**config.mk**
```make
export PLATFORM = sky130hd
export DESIGN_NAME = mini_alu_core_p
export DESIGN_NICKNAME = d
export VERILOG_FILES = /design/src/rtl/mini_alu_pkg.sv /design/src/rtl/mini_alu_core_p_ret_stack.sv /design/src/rtl/mini_alu_core_p.sv
export SDC_FILE = /design/constraint.sdc
export NUM_CORES = 1
export LEC_CHECK = 0
export CORE_MARGIN = 3
export CORE_UTILIZATION = 48
export CTS_BUF_LIST = sky130_fd_sc_hd__clkbuf_16
export CTS_CLUSTER_SIZE = 14
export DETAILED_ROUTE_END_ITERATION = 10
export PLACE_DENSITY = 0.74
export SYNTH_ARGS = -nofsm -noshare
export SYNTH_HDL_FRONTEND = slang
export SYNTH_SLANG_ARGS = --single-unit
```
**constraint.sdc**
```tcl
create_clock -name Clock -period 5.4 [get_ports Clock]
set_input_delay 0.54 -clock Clock [delete_from_list [all_inputs] [get_ports Clock]]
set_output_delay 0.54 -clock Clock [all_outputs]
set_load 0.03 [all_outputs]
```
**src/rtl/mini_alu_pkg.sv**
```systemverilog
`default_nettype none
// ============================================================================
//  Module      : mini_alu_pkg
//  Description : Opcodes, FSM state encoding and instruction field-slice
//                helpers shared by the mini_alu_core_p execution core.
//  Revision    : 1.0 - initial release
// ============================================================================
package mini_alu_pkg;

    // Opcode values; compared against an OPC_W-wide field after a width cast
    localparam int OP_NOP  = 0;
    localparam int OP_ADD  = 1;
    localparam int OP_SUB  = 2;
    localparam int OP_AND  = 3;
    localparam int OP_OR   = 4;
    localparam int OP_SHL  = 5;
    localparam int OP_SHR  = 6;
    localparam int OP_BLE  = 7;
    localparam int OP_BEQ  = 8;
    localparam int OP_JMP  = 9;
    localparam int OP_CALL = 10;
    localparam int OP_RET  = 11;
    localparam int OP_LED  = 12;
    localparam int OP_STO  = 13;
    localparam int OP_WVM  = 14;
    localparam int OP_HALT = 15;

    // Upper bounds for the generic slicing helpers
    localparam int INSTR_MAX_W = 128;
    localparam int FIELD_MAX_W = 32;

    typedef enum logic [0:0] {
        STATE_RUN    = 1'b0,
        STATE_HALTED = 1'b1
    } state_e;

    // Extract WIDTH bits starting at LSB from an instruction word
    function automatic logic [FIELD_MAX_W-1:0] slice_field(
        input logic [INSTR_MAX_W-1:0] instr,
        input int                     lsb,
        input int                     width
    );
        logic [INSTR_MAX_W-1:0] shifted;
        shifted = instr >> lsb;
        return shifted[FIELD_MAX_W-1:0] & ({FIELD_MAX_W{1'b1}} >> (FIELD_MAX_W - width));
    endfunction

    // Instruction layout (LSB first): src0 | src1 | dest | opcode
    function automatic logic [FIELD_MAX_W-1:0] src0_field(
        input logic [INSTR_MAX_W-1:0] instr, input int addr_w);
        return slice_field(instr, 0, addr_w);
    endfunction

    function automatic logic [FIELD_MAX_W-1:0] src1_field(
        input logic [INSTR_MAX_W-1:0] instr, input int addr_w);
        return slice_field(instr, addr_w, addr_w);
    endfunction

    function automatic logic [FIELD_MAX_W-1:0] dest_field(
        input logic [INSTR_MAX_W-1:0] instr, input int addr_w);
        return slice_field(instr, 2 * addr_w, addr_w);
    endfunction

    function automatic logic [FIELD_MAX_W-1:0] opc_field(
        input logic [INSTR_MAX_W-1:0] instr, input int addr_w, input int opc_w);
        return slice_field(instr, 3 * addr_w, opc_w);
    endfunction

endpackage
`default_nettype wire

```
**src/rtl/mini_alu_core_p_ret_stack.sv**
```systemverilog
`default_nettype none
// ============================================================================
//  Module      : ret_stack
//  Description : Parametrised LIFO holding return addresses. Push on full and
//                pop on empty are ignored; the caller flags those as faults.
//  Revision    : 1.0 - initial release
// ============================================================================
module ret_stack #(
    parameter int DATA_W = 16,
    parameter int DEPTH  = 4
) (
    input  logic              clk,
    input  logic              rst,
    input  logic              push_i,
    input  logic              pop_i,
    input  logic [DATA_W-1:0] data_i,
    output logic [DATA_W-1:0] top_o,
    output logic              full_o,
    output logic              empty_o
);

    localparam int SP_W = $clog2(DEPTH + 1);

    logic [SP_W-1:0]   sp_q;
    logic [DATA_W-1:0] mem_q [DEPTH];

    assign full_o  = (sp_q == SP_W'(DEPTH));
    assign empty_o = (sp_q == '0);

    // Stack pointer and storage update; a push writes the slot at sp
    always_ff @(posedge clk) begin
        if (rst) begin
            sp_q <= '0;
            for (int i = 0; i < DEPTH; i++) begin
                mem_q[i] <= '0;
            end
        end else if (push_i && !full_o) begin
            for (int i = 0; i < DEPTH; i++) begin
                if (sp_q == SP_W'(i)) begin
                    mem_q[i] <= data_i;
                end
            end
            sp_q <= sp_q + 1'b1;
        end else if (pop_i && !empty_o) begin
            sp_q <= sp_q - 1'b1;
        end
    end

    // Top-of-stack is the most recently pushed slot (sp-1)
    always_comb begin
        top_o = '0;
        for (int i = 0; i < DEPTH; i++) begin
            if (sp_q == SP_W'(i + 1)) begin
                top_o = mem_q[i];
            end
        end
    end

endmodule
`default_nettype wire

```
**src/rtl/mini_alu_core_p.sv**
```systemverilog
`default_nettype none
// ============================================================================
//  Module      : mini_alu_core_p
//  Description : Two-stage (fetch / execute) micro-sequencer with one-level
//                result forwarding, call stack with fault detection and HALT.
//  Revision    : 1.0 - initial release
// ============================================================================
module mini_alu_core_p
    import mini_alu_pkg::*;
#(
    parameter int DATA_W      = 16,
    parameter int ADDR_W      = 8,
    parameter int IP_W        = 16,
    parameter int OPC_W       = 4,
    parameter int STACK_DEPTH = 4,
    parameter int SIGNED_CMP  = 0,
    parameter int VADDR_W     = 10,
    parameter int COLOR_W     = 3,
    localparam int INSTR_W    = OPC_W + 3 * ADDR_W
) (
    input  logic               Clock,
    input  logic               Reset,
    output logic [IP_W-1:0]    oIP,
    input  logic [INSTR_W-1:0] iInstruction,
    output logic [ADDR_W-1:0]  oReadAddr0,
    output logic [ADDR_W-1:0]  oReadAddr1,
    input  logic [DATA_W-1:0]  iReadData0,
    input  logic [DATA_W-1:0]  iReadData1,
    output logic               oWriteEnable,
    output logic [ADDR_W-1:0]  oWriteAddr,
    output logic [DATA_W-1:0]  oWriteData,
    output logic [7:0]         oLed,
    output logic               oVideoWrite,
    output logic [VADDR_W-1:0] oVideoAddr,
    output logic [COLOR_W-1:0] oVideoData,
    output logic               oStackFault,
    output logic               oHalted
);

    localparam int SH_W  = (DATA_W > 1) ? $clog2(DATA_W) : 1;
    localparam int CAT_W = (DATA_W > 2 * ADDR_W) ? DATA_W : 2 * ADDR_W;

    // Registered execute-stage state
    state_e            state_q;
    logic [IP_W-1:0]   ip_q;
    logic [IP_W-1:0]   ip_d;
    logic [OPC_W-1:0]  op_q;
    logic [ADDR_W-1:0] src0_q;
    logic [ADDR_W-1:0] src1_q;
    logic [ADDR_W-1:0] dest_q;
    logic              fwd_valid_q;
    logic [ADDR_W-1:0] fwd_addr_q;
    logic [DATA_W-1:0] fwd_data_q;
    logic [7:0]        led_q;
    logic              fault_q;

    // Fetch-side field decode
    logic [INSTR_MAX_W-1:0] w_instr_ext;
    logic [OPC_W-1:0]       w_opc_f;
    logic [ADDR_W-1:0]      w_src0_f;
    logic [ADDR_W-1:0]      w_src1_f;
    logic [ADDR_W-1:0]      w_dest_f;

    // Execute-side combinational results
    logic              w_run;
    logic              w_fwd0;
    logic              w_fwd1;
    logic [DATA_W-1:0] w_a0;
    logic [DATA_W-1:0] w_a1;
    logic              w_le;
    logic [CAT_W-1:0]  w_sto_wide;
    logic [DATA_W-1:0] w_result;
    logic              w_wr;
    logic              w_branch;
    logic [IP_W-1:0]   w_target;
    logic              w_push;
    logic              w_pop;
    logic              w_halt_evt;
    logic              w_fault_evt;
    logic              w_led_wr;
    logic              w_vid;
    logic              w_stop;
    logic [IP_W-1:0]   w_top;
    logic              w_full;
    logic              w_empty;

    assign w_instr_ext = INSTR_MAX_W'(iInstruction);
    assign w_opc_f     = OPC_W'(opc_field(w_instr_ext, ADDR_W, OPC_W));
    assign w_src0_f    = ADDR_W'(src0_field(w_instr_ext, ADDR_W));
    assign w_src1_f    = ADDR_W'(src1_field(w_instr_ext, ADDR_W));
    assign w_dest_f    = ADDR_W'(dest_field(w_instr_ext, ADDR_W));

    assign oReadAddr0  = w_src0_f;
    assign oReadAddr1  = w_src1_f;

    ret_stack #(
        .DATA_W (IP_W),
        .DEPTH  (STACK_DEPTH)
    ) u_ret_stack (
        .clk     (Clock),
        .rst     (Reset),
        .push_i  (w_push),
        .pop_i   (w_pop),
        .data_i  (ip_q),
        .top_o   (w_top),
        .full_o  (w_full),
        .empty_o (w_empty)
    );

    // Operand selection: RAM data, or last cycle's result when it targeted the same register
    always_comb begin
        w_run      = (state_q == STATE_RUN);
        w_fwd0     = fwd_valid_q && (fwd_addr_q == src0_q) && (op_q != OPC_W'(OP_STO));
        w_fwd1     = fwd_valid_q && (fwd_addr_q == src1_q) && (op_q != OPC_W'(OP_STO));
        w_a0       = w_fwd0 ? fwd_data_q : iReadData0;
        w_a1       = w_fwd1 ? fwd_data_q : iReadData1;
        w_sto_wide = CAT_W'({src1_q, src0_q});
        if (SIGNED_CMP != 0) begin
            w_le = ($signed(w_a1) <= $signed(w_a0));
        end else begin
            w_le = (w_a1 <= w_a0);
        end
    end

    // Execute decode: ALU result, strobes, branch and stack control
    always_comb begin
        w_result    = '0;
        w_wr        = 1'b0;
        w_branch    = 1'b0;
        w_target    = IP_W'(dest_q);
        w_push      = 1'b0;
        w_pop       = 1'b0;
        w_halt_evt  = 1'b0;
        w_fault_evt = 1'b0;
        w_led_wr    = 1'b0;
        w_vid       = 1'b0;
        if (w_run) begin
            case (op_q)
                OPC_W'(OP_ADD): begin w_result = w_a1 + w_a0; w_wr = 1'b1; end
                OPC_W'(OP_SUB): begin w_result = w_a1 - w_a0; w_wr = 1'b1; end
                OPC_W'(OP_AND): begin w_result = w_a1 & w_a0; w_wr = 1'b1; end
                OPC_W'(OP_OR):  begin w_result = w_a1 | w_a0; w_wr = 1'b1; end
                OPC_W'(OP_SHL): begin w_result = w_a1 << w_a0[SH_W-1:0]; w_wr = 1'b1; end
                OPC_W'(OP_SHR): begin w_result = w_a1 >> w_a0[SH_W-1:0]; w_wr = 1'b1; end
                OPC_W'(OP_BLE): w_branch = w_le;
                OPC_W'(OP_BEQ): w_branch = (w_a1 == w_a0);
                OPC_W'(OP_JMP): w_branch = 1'b1;
                OPC_W'(OP_CALL): begin
                    if (w_full) begin
                        w_fault_evt = 1'b1;
                    end else begin
                        w_push   = 1'b1;
                        w_branch = 1'b1;
                    end
                end
                OPC_W'(OP_RET): begin
                    w_target = w_top;
                    if (w_empty) begin
                        w_fault_evt = 1'b1;
                    end else begin
                        w_pop    = 1'b1;
                        w_branch = 1'b1;
                    end
                end
                OPC_W'(OP_LED):  w_led_wr = 1'b1;
                OPC_W'(OP_STO):  begin w_result = w_sto_wide[DATA_W-1:0]; w_wr = 1'b1; end
                OPC_W'(OP_WVM):  w_vid = 1'b1;
                OPC_W'(OP_HALT): w_halt_evt = 1'b1;
                default: ;
            endcase
        end
        // No further fetch once halted or when this cycle halts the core
        w_stop = !w_run || w_halt_evt || w_fault_evt;
        oIP    = w_branch ? w_target : ip_q;
        ip_d   = w_stop ? ip_q : oIP + 1'b1;
    end

    assign oWriteEnable = w_wr;
    assign oWriteAddr   = dest_q;
    assign oWriteData   = w_result;
    assign oVideoWrite  = w_vid;
    assign oVideoAddr   = VADDR_W'(w_a0);
    assign oVideoData   = COLOR_W'(w_a1);
    assign oLed         = led_q;
    assign oStackFault  = fault_q;
    assign oHalted      = (state_q == STATE_HALTED);

    // Pipeline registers, forwarding record, LED/fault registers and RUN/HALTED FSM
    always_ff @(posedge Clock) begin
        if (Reset) begin
            state_q     <= STATE_RUN;
            ip_q        <= '0;
            op_q        <= OPC_W'(OP_NOP);
            src0_q      <= '0;
            src1_q      <= '0;
            dest_q      <= '0;
            fwd_valid_q <= 1'b0;
            fwd_addr_q  <= '0;
            fwd_data_q  <= '0;
            led_q       <= '0;
            fault_q     <= 1'b0;
        end else begin
            ip_q        <= ip_d;
            op_q        <= w_stop ? OPC_W'(OP_NOP) : w_opc_f;
            src0_q      <= w_src0_f;
            src1_q      <= w_src1_f;
            dest_q      <= w_dest_f;
            fwd_valid_q <= w_wr;
            fwd_addr_q  <= dest_q;
            fwd_data_q  <= w_result;
            if (w_led_wr) begin
                led_q <= 8'(w_a1);
            end
            if (w_fault_evt) begin
                fault_q <= 1'b1;
            end
            case (state_q)
                STATE_RUN: begin
                    if (w_halt_evt || w_fault_evt) begin
                        state_q <= STATE_HALTED;
                    end
                end
                default: state_q <= STATE_HALTED;
            endcase
        end
    end

endmodule
`default_nettype wire

```
After elaboration in Yosys (flattened, before gate mapping)

Memory sizes are Yosys's and may differ from the RTL's.
Index checks and enable logic that the tools add are counted.
W data, S select, Z words.

$add $sub $neg: 5
$lt $le $gt $ge: 1
Eq/ne operators: 23
Shifts and indexed selects: 2
Muxes and demuxes: 56
Bitwise operators: 6
Reduce and logical (&&, ||, !) cells: 15

Operator list:

| operator                | number |
|---|---|
| $mux W16                | 14 |
| $pmux W16 S7            | 1 |
| $mux W1                 | 37 |
| $eq A4 B4 Y1 const B    | 8 |
| $add A16 B1 Y16 const B | 1 |
| $add A16 B16 Y16        | 1 |
| $and A16 B16 Y16        | 1 |
| $eq A16 B16 Y1          | 1 |
| $eq A4 B3 Y1 const B    | 4 |
| $eq A8 B8 Y1            | 2 |
| $le A16 B16 Y1          | 1 |
| $or A16 B16 Y16         | 1 |
| $shl A16 B4 Y16         | 1 |
| $shr A16 B4 Y16         | 1 |
| $sub A16 B16 Y16        | 1 |
| $eq A4 B2 Y1 const B    | 2 |
| $reduce_or A7 Y1        | 1 |
| $eq A3 B2 Y1 const B    | 2 |
| $logic_and A1 B1 Y1     | 6 |
| $mux W3                 | 2 |
| $pmux W1 S5             | 1 |
| $eq A4 B1 Y1 const B    | 1 |
| $ne A4 B4 Y1 const B    | 1 |
| $or A1 B1 Y1            | 4 |
| 10 further kinds        | 13 |

Flip-flop bits (word level): 82
Bits in writable memories: 64
Bits of input ports: 62
Logic and storage cells: 121
Memories kept: 1

Memory list:

| name              | depth | width | rd ports | clocked after memory_dff | write ports | RTL line                        | RTL |
|---|---|---|---|---|---|---|---|
| u_ret_stack.mem_q | 4     | 16    | 4        | 0                        | 4           | mini_alu_core_p_ret_stack.sv:25 | `logic [DATA_W-1:0] mem_q [DEPTH];` |

Logic depth before layout (Yosys ltp)

Gate-level depths: netlist of run 1.

Depth after elaboration: 9
Mapped depth: 26

Modules after synthesis

Synthesis of run 1 repeated with hierarchy kept, for this count alone.

Cells, all modules: 1,304
Area, all modules: 11,489.8 um^2

By module, submodules not included:

| module          | instances | cells an instance | area each (um^2) |
|---|---|---|---|
| mini_alu_core_p | 1         | 1,009             | 8,026.4 |
| ret_stack       | 1         | 295               | 3,463.3 |

Worst setup path after synthesis of run 1

Ideal clock, no wire load.

Path kind: reg2reg
From: register op_q[0]
To: register ip_q[12]
Library setup time: 117 ps
Arrival time: 5,841 ps
Slack: -558 ps
Stages on the path, launching flop included: 26
Buffers on the path: 4
Clock period less this slack: 5,958 ps
Cells stage by stage: dfxtp_1 buf_4 and4b_1 buf_6 nor4b_4 mux2i_2 buf_2 clkbuf_1 inv_1 ha_1 fa_1 nor2b_1 o21ai_1 a21oi_2 nor3_1 o41ai_2 o21ai_1 nand2_1 nand2_1 nand2_1 ha_1 nand3_1 nor3_1 o2bb2ai_1 or4_1 a32o_1

Longest elaborated chain between the ends: 8
Elaborated cells between the ends (all ways): 25
Classes of those cells: 1 x add/sub; 1 x order compare; 8 x eq/ne; 11 x mux; 4 x reduce/logical

Ends and longest elaborated chain:

| element                                                 | RTL line                                       | RTL |
|---|---|---|
| from (decl)                                             | mini_alu_core_p.sv:47                          | `logic [OPC_W-1:0] op_q;` |
| from (signal assigned)                                  | mini_alu_core_p.sv:193                         | `op_q <= OPC_W'(OP_NOP);` |
| from (signal assigned)                                  | mini_alu_core_p.sv:204                         | `op_q <= w_stop ? OPC_W'(OP_NOP) : w_opc_f;` |
| $ne A4 B4 Y1 *                                          | mini_alu_core_p.sv:113                         | `w_fwd0 = fwd_valid_q && (fwd_addr_q == src0_q) && (op_q != OPC_W'(OP_STO));` |
| $logic_and A1 B1 Y1 *                                   | mini_alu_core_p.sv:113                         |  |
| $mux W16 *                                              | mini_alu_core_p.sv:115                         | `w_a0 = w_fwd0 ? fwd_data_q : iReadData0;` |
| via oVideoAddr[0]                                       | mini_alu_core_p.sv:34                          | `output logic [VADDR_W-1:0] oVideoAddr,` |
| $le A16 B16 Y1 / $eq A16 B16 Y1 (equally long branches) | mini_alu_core_p.sv:121, mini_alu_core_p.sv:146 |  |
| $pmux W1 S5 *                                           | mini_alu_core_p.sv:138                         | `case (op_q)` |
| $mux W1 *                                               | mini_alu_core_p.sv:137                         | `if (w_run) begin` |
| $mux W16 *                                              | mini_alu_core_p.sv:174                         | `oIP = w_branch ? w_target : ip_q;` |
| via oIP[1]                                              | mini_alu_core_p.sv:23                          | `output logic [IP_W-1:0] oIP,` |
| $add A16 B1 Y16 *                                       | mini_alu_core_p.sv:175                         | `ip_d = w_stop ? ip_q : oIP + 1'b1;` |
| to (signal assigned)                                    | mini_alu_core_p.sv:203                         | `ip_q <= ip_d;` |
| to (decl)                                               | mini_alu_core_p.sv:45                          | `logic [IP_W-1:0] ip_q;` |

The timed path passes the listed nets; every way through them passes the cells marked *.
A chain may end at the register's enable or synchronous reset.

Worst setup path after layout of run 1

From: register src0_q[5]
To: output oWriteData[12]

Longest elaborated chain between the ends: 7
Elaborated cells between the ends (all ways): 12
Classes of those cells: 2 x add/sub; 1 x eq/ne; 2 x shift; 3 x mux; 2 x bitwise; 2 x reduce/logical

Ends and longest elaborated chain:

| element                                  | RTL line               | RTL |
|---|---|---|
| from (decl)                              | mini_alu_core_p.sv:48  | `logic [ADDR_W-1:0] src0_q;` |
| from (signal assigned)                   | mini_alu_core_p.sv:205 | `src0_q <= w_src0_f;` |
| $eq A8 B8 Y1 *                           | mini_alu_core_p.sv:113 |  |
| $logic_and A1 B1 Y1 * (2 in a row)       | mini_alu_core_p.sv:113 |  |
| $mux W16 *                               | mini_alu_core_p.sv:115 |  |
| $sub A16 B16 Y16 (tied with other cells) | mini_alu_core_p.sv:140 | `OPC_W'(OP_SUB): begin w_result = w_a1 - w_a0; w_wr = 1'b1; end` |
| $pmux W16 S7 *                           | mini_alu_core_p.sv:138 |  |
| $mux W16 *                               | mini_alu_core_p.sv:137 |  |
| to (decl)                                | mini_alu_core_p.sv:31  | `output logic [DATA_W-1:0] oWriteData,` |

Mark *: on every way between the ends. The rest lies on a longest branch, timed or not.

==> out/summary.md, run 1 <==
The largest driver fanout on the critical path was 4. Setup repair after global routing could not meet its margin everywhere. The die area came out at 24400 um2.

The worst setup path is captured at a primary output. The count of final max-slew check failures is 0. The category of the critical setup timing path is register to primary output. The count of endpoints failing hold in the final timing report was 0; the number of antenna violations at the first check in global routing was 0.

By area, the combinational part of the netlist is dominated by simple AND/OR/NAND/NOR gates. The flip-flop and latch count after synthesis came out at 146. The run gives 59 as the pin count of the biggest net entering global routing. The number of cells traversed by the worst register-to-register path was 22.

Summing the sequential cell areas from Yosys gives 32.9% of the chip area. The synthesized netlist devotes 20.1% of its cell area to compound gates. The run gives 22000 um2 as the placeable core region. Port buffering added 142 buffers. The hold-fix buffer count after cts is 0. The total overflow left after global routing is 0. At the worst endpoint, the required time is 4.86 ns. The pin slew with the least headroom to its limit is 1.12 ns.

The number of synthesis warnings was 0. For this design the ratio of total power to cell area is 230 nW/um2. After floorplanning, the core was divided into 54 placement rows. Max-cap violations in this run came to 0. For this design the static power due to leakage is 5.89 nW.

The highest clock frequency the design can meet came out at 0.186 GHz. The source of the critical timing path is src0_q[5]. The count of vias placed by the detailed router came out at 10900.

The worst hold-check path type is register to register. When the netlist entered floorplanning its net count stood at 1362. The synthesized-area fraction occupied by adder cells was 6.84%.

The area share of and/or/nand/nor cells after synthesis works out to 21.3%. Hold timing on the final database bottoms out at a slack of 0.503 ns. The first global-routing pass estimated 61900 um of wire. Yosys mapped the design onto 86 distinct sky130hd cell types.

Summed over all failing endpoints, the final setup total negative slack is 0 ns. The root buffer cell chosen for the clock tree is sky130_fd_sc_hd__clkbuf_16. For this design, the sink count on the clock tree is 146. The first-pass iteration count of the detailed router is 5. Via count of the first global-routing pass: 10500. After Yosys synthesis, XOR and XNOR cells account for 2.59% of the synthesized area. The count of nets left with antenna violations once routing finished came out at 0.

The die outline height was 156 um. The later pin in the worst-skew pair is clocked with a latency of 0.44 ns. In the global route stage, overall resource usage came out at 33.3%. The worst-case clock skew is 0.0177 ns, and the relative area change from synthesis to final layout is 34.2%. TritonCTS built the clock tree. The H-tree was split into 4 levels.

The synthesized area divided by synthesized cell count is 8.72 um2, and the maximum count of clock buffers along a single path is 2. Once the floorplan was initialized, standard cells occupied 49.3% of the core. Startpoint kind of the worst setup timing path: a register. The minimum clock period after layout is 5.37 ns, and the ratio of final minimum period to clock period is 99.4%.

For flop-to-flop paths, the worst setup slack is 0.09 ns. Top flip-flop cell by instance count after synthesis: sky130_fd_sc_hd__dfxtp_1. The destination of the worst register-to-register timing path was ip_q[12]. Share of async-settable or async-resettable flops after synthesis: 0%. The post-layout net count came out at 1594.

In the routed layout, each cell is associated on average with a via count of 6.16. The flow ran to the end, and the final reports show no timing, DRC or antenna violations. The floorplan die width is 156 um, and the number of enable flip-flop cells after synthesis is 64.

In this run the tightest slew margin relative to its limit is 25.3%. The placer's final routability congestion estimate is 1.10. The end point of the critical path was oWriteData[12].

The placed wire-length estimate after detailed placement is 31300 um. The top cell type by area accounts for 17.8% of the synthesized area. At the worst endpoint, the arrival time is 4.83 ns. The logs give 0 for the number of remaining DRC errors and 10800 um2 for the post-synthesis instance area. After detailed routing, the total wire length is 41900 um. After detailed routing, the average wire length per cell comes to 23.7 um. Power comes to 0.00334 W. The number of buffers added by the clock tree synthesis step is 17.

The number of cells traversed by the worst hold path is 2. The logs give 0 for the setup-violating endpoint count in the final report and 0.211 mV for the worst IR drop on VDD. Summed over all instances, the cell type with the most area after synthesis is sky130_fd_sc_hd__edfxtp_1. Clock-pin slew was measured on the worst setup and hold paths at 0.07 ns.

Pin placement for this block handled 143 I/O pins. Counting every instance in the synthesized netlist gives 1242. For this block, the initial DRC count from the detailed router was 1141. The critical register-to-register path startpoint is src0_q[5]. Yosys attributes the largest share of cell area to sky130_fd_sc_hd__edfxtp_1 (18%), sky130_fd_sc_hd__dfxtp_1 (15%), sky130_fd_sc_hd__ha_1 (6.5%). Of the cells placed in the final design, the portion with a size suffix greater than 1 is 23.6%. The portion of synthesized area spent on multiplexers is 9.54%.
-- placed cells by master (no fill, tap or decap), types with 8 or more instances in the layout --
master	n
sky130_fd_sc_hd__a211oi_1	21
sky130_fd_sc_hd__a21o_1	8
sky130_fd_sc_hd__a21oi_1	48
sky130_fd_sc_hd__a221o_1	16
sky130_fd_sc_hd__a221oi_1	27
sky130_fd_sc_hd__a22oi_1	12
sky130_fd_sc_hd__a31oi_1	9
sky130_fd_sc_hd__and2_1	75
sky130_fd_sc_hd__and3_1	8
sky130_fd_sc_hd__buf_4	169
sky130_fd_sc_hd__buf_6	8
sky130_fd_sc_hd__clkbuf_16	17
sky130_fd_sc_hd__clkdlybuf4s50_1	111
sky130_fd_sc_hd__dfxtp_1	76
sky130_fd_sc_hd__edfxtp_1	64
sky130_fd_sc_hd__ha_1	50
sky130_fd_sc_hd__inv_1	60
sky130_fd_sc_hd__mux2_2	23
sky130_fd_sc_hd__mux2i_1	47
sky130_fd_sc_hd__mux2i_4	12
sky130_fd_sc_hd__nand2_1	90
sky130_fd_sc_hd__nand2b_1	11
sky130_fd_sc_hd__nand3_1	17
sky130_fd_sc_hd__nor2_1	117
sky130_fd_sc_hd__nor2b_1	45
sky130_fd_sc_hd__nor3_1	27
sky130_fd_sc_hd__o211ai_1	17
sky130_fd_sc_hd__o21ai_0	39
sky130_fd_sc_hd__o21ai_1	8
sky130_fd_sc_hd__o21bai_1	8
sky130_fd_sc_hd__xnor2_1	20
sky130_fd_sc_hd__xor2_1	10
-- cells in the mapped netlist (6+ instances only) --
| cell | count |
|---|---|
| sky130_fd_sc_hd__a32o_1 | 6 |
| sky130_fd_sc_hd__nor3b_1 | 6 |
| sky130_fd_sc_hd__a221o_1 | 16 |
| sky130_fd_sc_hd__nand2_1 | 91 |
| sky130_fd_sc_hd__nand2b_1 | 11 |
| sky130_fd_sc_hd__a22oi_1 | 12 |
| sky130_fd_sc_hd__and3_1 | 8 |
| sky130_fd_sc_hd__o21bai_1 | 8 |
| sky130_fd_sc_hd__a21oi_1 | 52 |
| sky130_fd_sc_hd__a211oi_1 | 23 |
| sky130_fd_sc_hd__inv_1 | 63 |
| sky130_fd_sc_hd__and2_1 | 75 |
| sky130_fd_sc_hd__ha_1 | 56 |
| sky130_fd_sc_hd__mux2i_2 | 6 |
| sky130_fd_sc_hd__o21ai_1 | 8 |
| sky130_fd_sc_hd__xor2_1 | 10 |
| sky130_fd_sc_hd__mux2_2 | 26 |
| sky130_fd_sc_hd__clkbuf_1 | 52 |
| sky130_fd_sc_hd__edfxtp_1 | 64 |
| sky130_fd_sc_hd__mux2i_1 | 60 |
| sky130_fd_sc_hd__a31oi_1 | 11 |
| sky130_fd_sc_hd__o21ai_0 | 44 |
| sky130_fd_sc_hd__a221oi_1 | 29 |
| sky130_fd_sc_hd__xnor2_1 | 22 |
| sky130_fd_sc_hd__buf_2 | 11 |
| sky130_fd_sc_hd__a21o_1 | 8 |
| sky130_fd_sc_hd__nor2_1 | 117 |
| sky130_fd_sc_hd__nor2b_1 | 46 |
| sky130_fd_sc_hd__nor4_1 | 8 |
| sky130_fd_sc_hd__dfxtp_1 | 82 |
| sky130_fd_sc_hd__nand3_1 | 19 |
| sky130_fd_sc_hd__nand4_1 | 6 |
| sky130_fd_sc_hd__o22ai_1 | 8 |
| sky130_fd_sc_hd__o21a_1 | 6 |
| sky130_fd_sc_hd__nor3_1 | 34 |
| sky130_fd_sc_hd__buf_4 | 25 |
| sky130_fd_sc_hd__o211ai_1 | 17 |
-- per-stage QoR --
| step | worst slack, ns | cells | util [%] | instance area [um2] |
|---|---|---|---|---|
| finish | 0.0324 | 1768 | 66.2 | 14500 |
| global route | -0.234 | 1767 | 66.2 | 14500 |
| CTS | -0.0307 | 1751 | 63.7 | 14000 |
| detailed placement | -0.202 | 1715 | 60.7 | 13300 |
| global placement | -0.148 | 1715 | 60.7 | 13300 |
| floorplan | -0.0567 | 1242 | - | 11000 |
-- worst min-delay path by stage --
stage,start,end
after global placement,oLed[4],oLed[4]
final,oLed[1],oLed[1]
after detailed placement,oLed[5],oLed[5]
after floorplan,ip_q[7],ip_q[7]
after global routing,oWriteAddr[2],fwd_addr_q[2]
after CTS,oLed[1],oLed[1]
-- cell families after synthesis --
group | Yosys count
adders and majority gates | 58
muxes | 95
xor gates and xnor gates | 32
buffers and inverters | 160
and+or+nand+nor | 447
AOI/OAI and AO/OA | 304
DFF | 146
-- where the power goes --
group / switching (W) / internal [W] / total [W]
registers: 0.0000342 / 0.00119 / 0.00123
logic: 0.000551 / 0.000402 / 0.000954
clock network: 0.000547 / 0.000611 / 0.00116
-- critical path: stages (launching register included) --
cell	delay [ns]
sky130_fd_sc_hd__dfxtp_2	0.34
sky130_fd_sc_hd__xnor2_2	0.17
sky130_fd_sc_hd__nand4_1	0.18
sky130_fd_sc_hd__nor4b_4	0.31
sky130_fd_sc_hd__buf_6	0.20
sky130_fd_sc_hd__mux2i_4	0.27
sky130_fd_sc_hd__clkinvlp_4	0.13
sky130_fd_sc_hd__ha_1	0.21
sky130_fd_sc_hd__inv_1	0.07
sky130_fd_sc_hd__fa_1	0.21
sky130_fd_sc_hd__o21bai_1	0.10
sky130_fd_sc_hd__a21oi_2	0.20
sky130_fd_sc_hd__o21bai_1	0.09
sky130_fd_sc_hd__a21o_1	0.25
sky130_fd_sc_hd__a2111oi_4	0.36
sky130_fd_sc_hd__buf_4	0.17
sky130_fd_sc_hd__nor3_1	0.05
sky130_fd_sc_hd__a221oi_1	0.32
sky130_fd_sc_hd__a21oi_1	0.12
sky130_fd_sc_hd__a2111oi_2	0.25
sky130_fd_sc_hd__buf_4	0.18
sky130_fd_sc_hd__nor2_1	0.03
sky130_fd_sc_hd__buf_2	0.18
-- flip-flops by register name, indices dropped and copies added, names as in the netlist, 8 cells and up --
| signal | cells |
|---|---|
| src1_q | 8 |
| oLed | 8 |
| src0_q | 8 |
| u_ret_stack.mem_q | 64 |
| oWriteAddr | 8 |
| fwd_addr_q | 8 |
| fwd_data_q | 16 |
| ip_q | 16 |
-- metal layers --
| layer | vias up | share of wire [%] | GRT usage [%] |
|---|---|---|---|
| li1 | 4969 | - | - |
| met1 | 5157 | 42 | 46.2 |
| met2 | 651 | 43 | 50.1 |
| met3 | 107 | 12 | 9.76 |
| met4 | 0 | 3.3 | 10.8 |
| met5 | - | 0 | 0 |
-- final cells by class --
type / count / area (um2)
repair buffers: 307 / 2650
flip-flops and latches: 146 / 3570
multi-input cells: 937 / 7140
diodes: 1 / 2.50
inverters: 65 / 248
clock inverters: 15 / 140
well taps: 280 / 350
fillers: 1791 / 7430
clock buffers: 17 / 425
-- repair_timing --
| item | 4_1_cts | 5_1_grt |
|---|---|---|
| pin swaps | 6 | 24 |
| resized for setup | 45 | 94 |
| endpoints found under the setup margin | 24 | 31 |
| buffers inserted | 3 | 16 |
| gates cloned | 1 | 0 |
Note: power is estimated with default switching activity, not from simulation.
==> run 2: changes to the inputs <==
--- a/config.mk
+++ b/config.mk
@@ -5,6 +5,7 @@
 export SDC_FILE = /design/constraint.sdc
 export NUM_CORES = 1
 export LEC_CHECK = 0
+export CORE_ASPECT_RATIO = 1.25
 export CORE_MARGIN = 3
 export CORE_UTILIZATION = 48
 export CTS_BUF_LIST = sky130_fd_sc_hd__clkbuf_16
==> out/summary.md, run 2 (same netlist as run 1, synthesis figures left out) <==
TritonCTS built the clock tree. The run gives 49.5% (+0.25 points) as the initial cell density of the core. The number of port buffers is 142 (unchanged). The post-layout worst setup margin came out at 0.132 ns (+0.0993 ns). The worst setup path is launched from a register. The relative area change from synthesis to final layout is 33.8%. The wire length per cell after detailed routing was 23.6 um (-0.48%). The min-delay analysis places its worst path in the category register to register. The tools report the number of antenna violations at the first check in global routing as 1 (+1).

The clock sink total is 146 (unchanged). Master of the slowest instance on the critical path: sky130_fd_sc_hd__mux2_2. The total overflow reported by the global router was 0 (unchanged); the placer's final routability congestion estimate was 1.06 (-3.7%). The global-route wire length before repair was 61100 um (-1.3%); the pin count of the biggest net entering global routing was 59 (unchanged). The run gives 143 (unchanged) as the number of top-level pins.

The cell that appears most often on the critical path is sky130_fd_sc_hd__buf_4. The tools report the highest clock frequency the design can meet as 0.190 GHz (+1.9%). The pin slew with the least headroom to its limit is 1.16 ns (+0.0437 ns), and the clock latency at the later pin of the worst-skew pair is 0.44 ns (about the same). Total power after layout: 0.00337 W (+0.81%). The kind of capture point of the worst setup path is a primary output.

Most common cell after layout, fill and taps aside: sky130_fd_sc_hd__buf_4. The ratio of final minimum period to clock period is 97.6% (-1.8 points). The critical path goes through buf_4 -> xnor2_2 -> nand4_1 -> nor4_4 -> buf_6 -> buf_12 -> clkbuf_16 -> mux2i_2 -> inv_1 -> ha_4 -> inv_1 -> a21oi_1 -> o21ai_0 -> a21oi_2 -> o31ai_4 -> buf_4 -> o21a_2 -> nor2_4 -> buf_12 -> buf_4 -> mux2_2 -> buf_4. The worst slack after detailed placement was -0.0705 ns (+0.131 ns). The register with the most flip-flops in the final layout is u_ret_stack.mem_q. The run gives 1803 (+0.67%) as the filler cell count. The required time reported for the critical path endpoint is 4.86 ns (about the same). The placed wire-length estimate after detailed placement is 31100 um (-0.52%). The die outline height was 174 um (+11%).

For the worst slew slack as a fraction of its limit, the log shows 22.6% (-2.7 points). The floorplan die width is 140 um (-10%). The tools report the number of buffers added by the clock tree synthesis step as 17 (unchanged). For the final sum of negative setup slack, the log shows 0 ns (unchanged). Setup repair after global routing could not meet its margin everywhere. The run finished with clean final reports.

The tools report the post-layout net count as 1574 (-1.3%). The setup-violating endpoint count in the final report is 0 (unchanged), and the count of H-tree levels built during CTS is 4 (unchanged). The combined buffer and inverter count along the critical path is 10 (+4). The all-layer global routing usage is 32.0% (-1.3 points), and the worst IR drop on VDD is 0.240 mV (+14%). The count of antenna-violating nets left after detailed routing was 0 (unchanged).

The highest cell delay on the worst timing path is 0.37 ns (about the same). In the layout the commonest cells are sky130_fd_sc_hd__buf_4 (147), sky130_fd_sc_hd__nor2_1 (117), sky130_fd_sc_hd__clkdlybuf4s50_1 (111), sky130_fd_sc_hd__nand2_1 (90), sky130_fd_sc_hd__dfxtp_1 (76). The worst-case clock skew was 0.0160 ns (-0.00167 ns).

The post-detailed-routing wire length was 41200 um (-1.7%); the ratio of routed vias to standard cells was 6.21 (+0.88%). The placeable core region is 21800 um2 (-0.51%). The data arrival at the endpoint of the critical path is 4.73 ns (-0.10 ns). The category of the critical setup timing path is register to primary output. The initial DRC count is 1053 (-7.7%), and the largest driver fanout on the critical path is 6 (+2).

The die area is 24400 um2 (about the same), and the share of post-route cells with drive strength above 1 is 23.3% (-0.29 points). The number of flip-flops under the largest register name works out to 64 (unchanged). The buffer type at the clock tree root was sky130_fd_sc_hd__clkbuf_16. The run gives 0 (unchanged) as the count of final max-slew check failures.

The number of antenna repair diodes was 0 (-1). In the final layout, the registers with the most flip-flops are u_ret_stack.mem_q (64), fwd_data_q (16), ip_q (16). The max-capacitance violation count was 0 (unchanged); the clock-pin slew of the registers on the worst-case setup and hold paths was 0.07 ns (about the same). The cell leakage power was 5.82 nW (-1.3%); the number of remaining DRC errors was 0 (unchanged). The via count of the first global-routing pass is 10400 (-0.51%). The first-pass iteration count of the detailed router is 8 (+3). The run gives 10800 (-0.38%) as the count of vias placed by the detailed router.

The count of endpoints failing hold in the final timing report was 0 (unchanged). Areal power density over the cells: 232 nW/um2 (+1.1%). The number of rows created at floorplan came out at 60 (+11%).

Kind of cell adding the most delay to the critical path: buffers and inverters. The minimum clock period after layout is 5.27 ns (-0.0993 ns), and the maximum count of clock buffers along a single path is 2 (unchanged).
[run 2: cell types whose count changed in the layout (fill, tap and decap cells not counted), moves of 3 or more]
cell | before | now
sky130_fd_sc_hd__o21ai_0 | 39 | 34
sky130_fd_sc_hd__inv_2 | 3 | 7
sky130_fd_sc_hd__ha_1 | 50 | 47
sky130_fd_sc_hd__o21ai_1 | 8 | 13
sky130_fd_sc_hd__buf_4 | 169 | 147
sky130_fd_sc_hd__mux2i_2 | 7 | 10
sky130_fd_sc_hd__ha_4 | 4 | 7
[run 2: where the power goes]
| group | total, W | switching, W | leakage (nW) | internal [W] |
|---|---|---|---|---|
| Clock | 0.00118 | 0.000562 | 0.287 | 0.000616 |
| Combinational | 0.000959 | 0.000553 | 4.19 | 0.000407 |
| Sequential | 0.00123 | 0.0000361 | 1.34 | 0.00119 |
[run 2: routing by layer]
| layer | track usage, % | vias to the layer above | part of all wire, % |
|---|---|---|---|
| met5 | 0 | - | 0 |
| met4 | 17.8 | 0 | 6.5 |
| met2 | 57.7 | 596 | 51 |
| met3 | 4.65 | 164 | 6.2 |
| li1 | - | 4917 | - |
| met1 | 35.8 | 5166 | 36 |
[run 2: final timing paths]
kind | cells after the start | slack [ns] | from | end
worst max-delay path | 22 | 0.13 | fwd_addr_q[0] | oIP[8]
worst min-delay path | 1 | 0.50 | oWriteAddr[3] | fwd_addr_q[3]
worst max register to register | 24 | 0.17 | fwd_addr_q[0] | ip_q[12]
worst min register to register | 1 | 0.50 | oWriteAddr[3] | fwd_addr_q[3]
[run 2: final cells by class]
class | count | area (um2) | share of cell area (%)
tap | 279 | 349 | 2.41
clock inverter | 15 | 146 | 1.01
sequential | 146 | 3570 | 24.6
inverter | 65 | 248 | 1.71
timing repair buffer | 288 | 2540 | 17.6
multi-input combinational | 936 | 7200 | 49.7
clock buffer | 17 | 425 | 2.94
[run 2: per-stage QoR]
stage / cells / utilization, % / hold WS [ns] / area [um2]
floorplan: 1242 / - / 0.495 / 11000
global placement: 1693 / 60.2 / 0.490 / 13200
detailed placement: 1693 / 60.2 / 0.489 / 13200
CTS: 1729 / 63.5 / 0.506 / 13900
global route: 1746 / 66.3 / 0.525 / 14500
finish: 1746 / 66.3 / 0.503 / 14500
[run 2: what timing repair did]
| item | 4_1_cts | 5_1_grt |
|---|---|---|
| gates cloned | 0 | 1 |
| resized for setup | 40 | 110 |
| hold buffers | 0 | 0 |
| pin swaps | 7 | 28 |
| endpoints found under the hold margin | 0 | 0 |
| buffers inserted | 4 | 16 |
| endpoints found under the setup margin | 26 | 32 |
[run 2: worst reg2reg max path, cell delays in order (launching register included)]
cell and delay, ns:
sky130_fd_sc_hd__dfxtp_1 0.32, sky130_fd_sc_hd__buf_4 0.14, sky130_fd_sc_hd__xnor2_2 0.14, sky130_fd_sc_hd__nand4_1 0.17
sky130_fd_sc_hd__nor4_4 0.25, sky130_fd_sc_hd__buf_6 0.20, sky130_fd_sc_hd__buf_12 0.11, sky130_fd_sc_hd__clkbuf_16 0.16
sky130_fd_sc_hd__buf_4 0.12, sky130_fd_sc_hd__mux2i_1 0.24, sky130_fd_sc_hd__inv_1 0.13, sky130_fd_sc_hd__ha_1 0.33
sky130_fd_sc_hd__or3_4 0.46, sky130_fd_sc_hd__o31ai_4 0.30, sky130_fd_sc_hd__buf_4 0.17, sky130_fd_sc_hd__o21a_2 0.18
sky130_fd_sc_hd__nor2_4 0.07, sky130_fd_sc_hd__buf_6 0.15, sky130_fd_sc_hd__o21ai_4 0.17, sky130_fd_sc_hd__ha_4 0.16
sky130_fd_sc_hd__nand3_1 0.08, sky130_fd_sc_hd__nor3_2 0.25, sky130_fd_sc_hd__o2bb2ai_2 0.14, sky130_fd_sc_hd__or4_1 0.42
sky130_fd_sc_hd__a32o_1 0.26
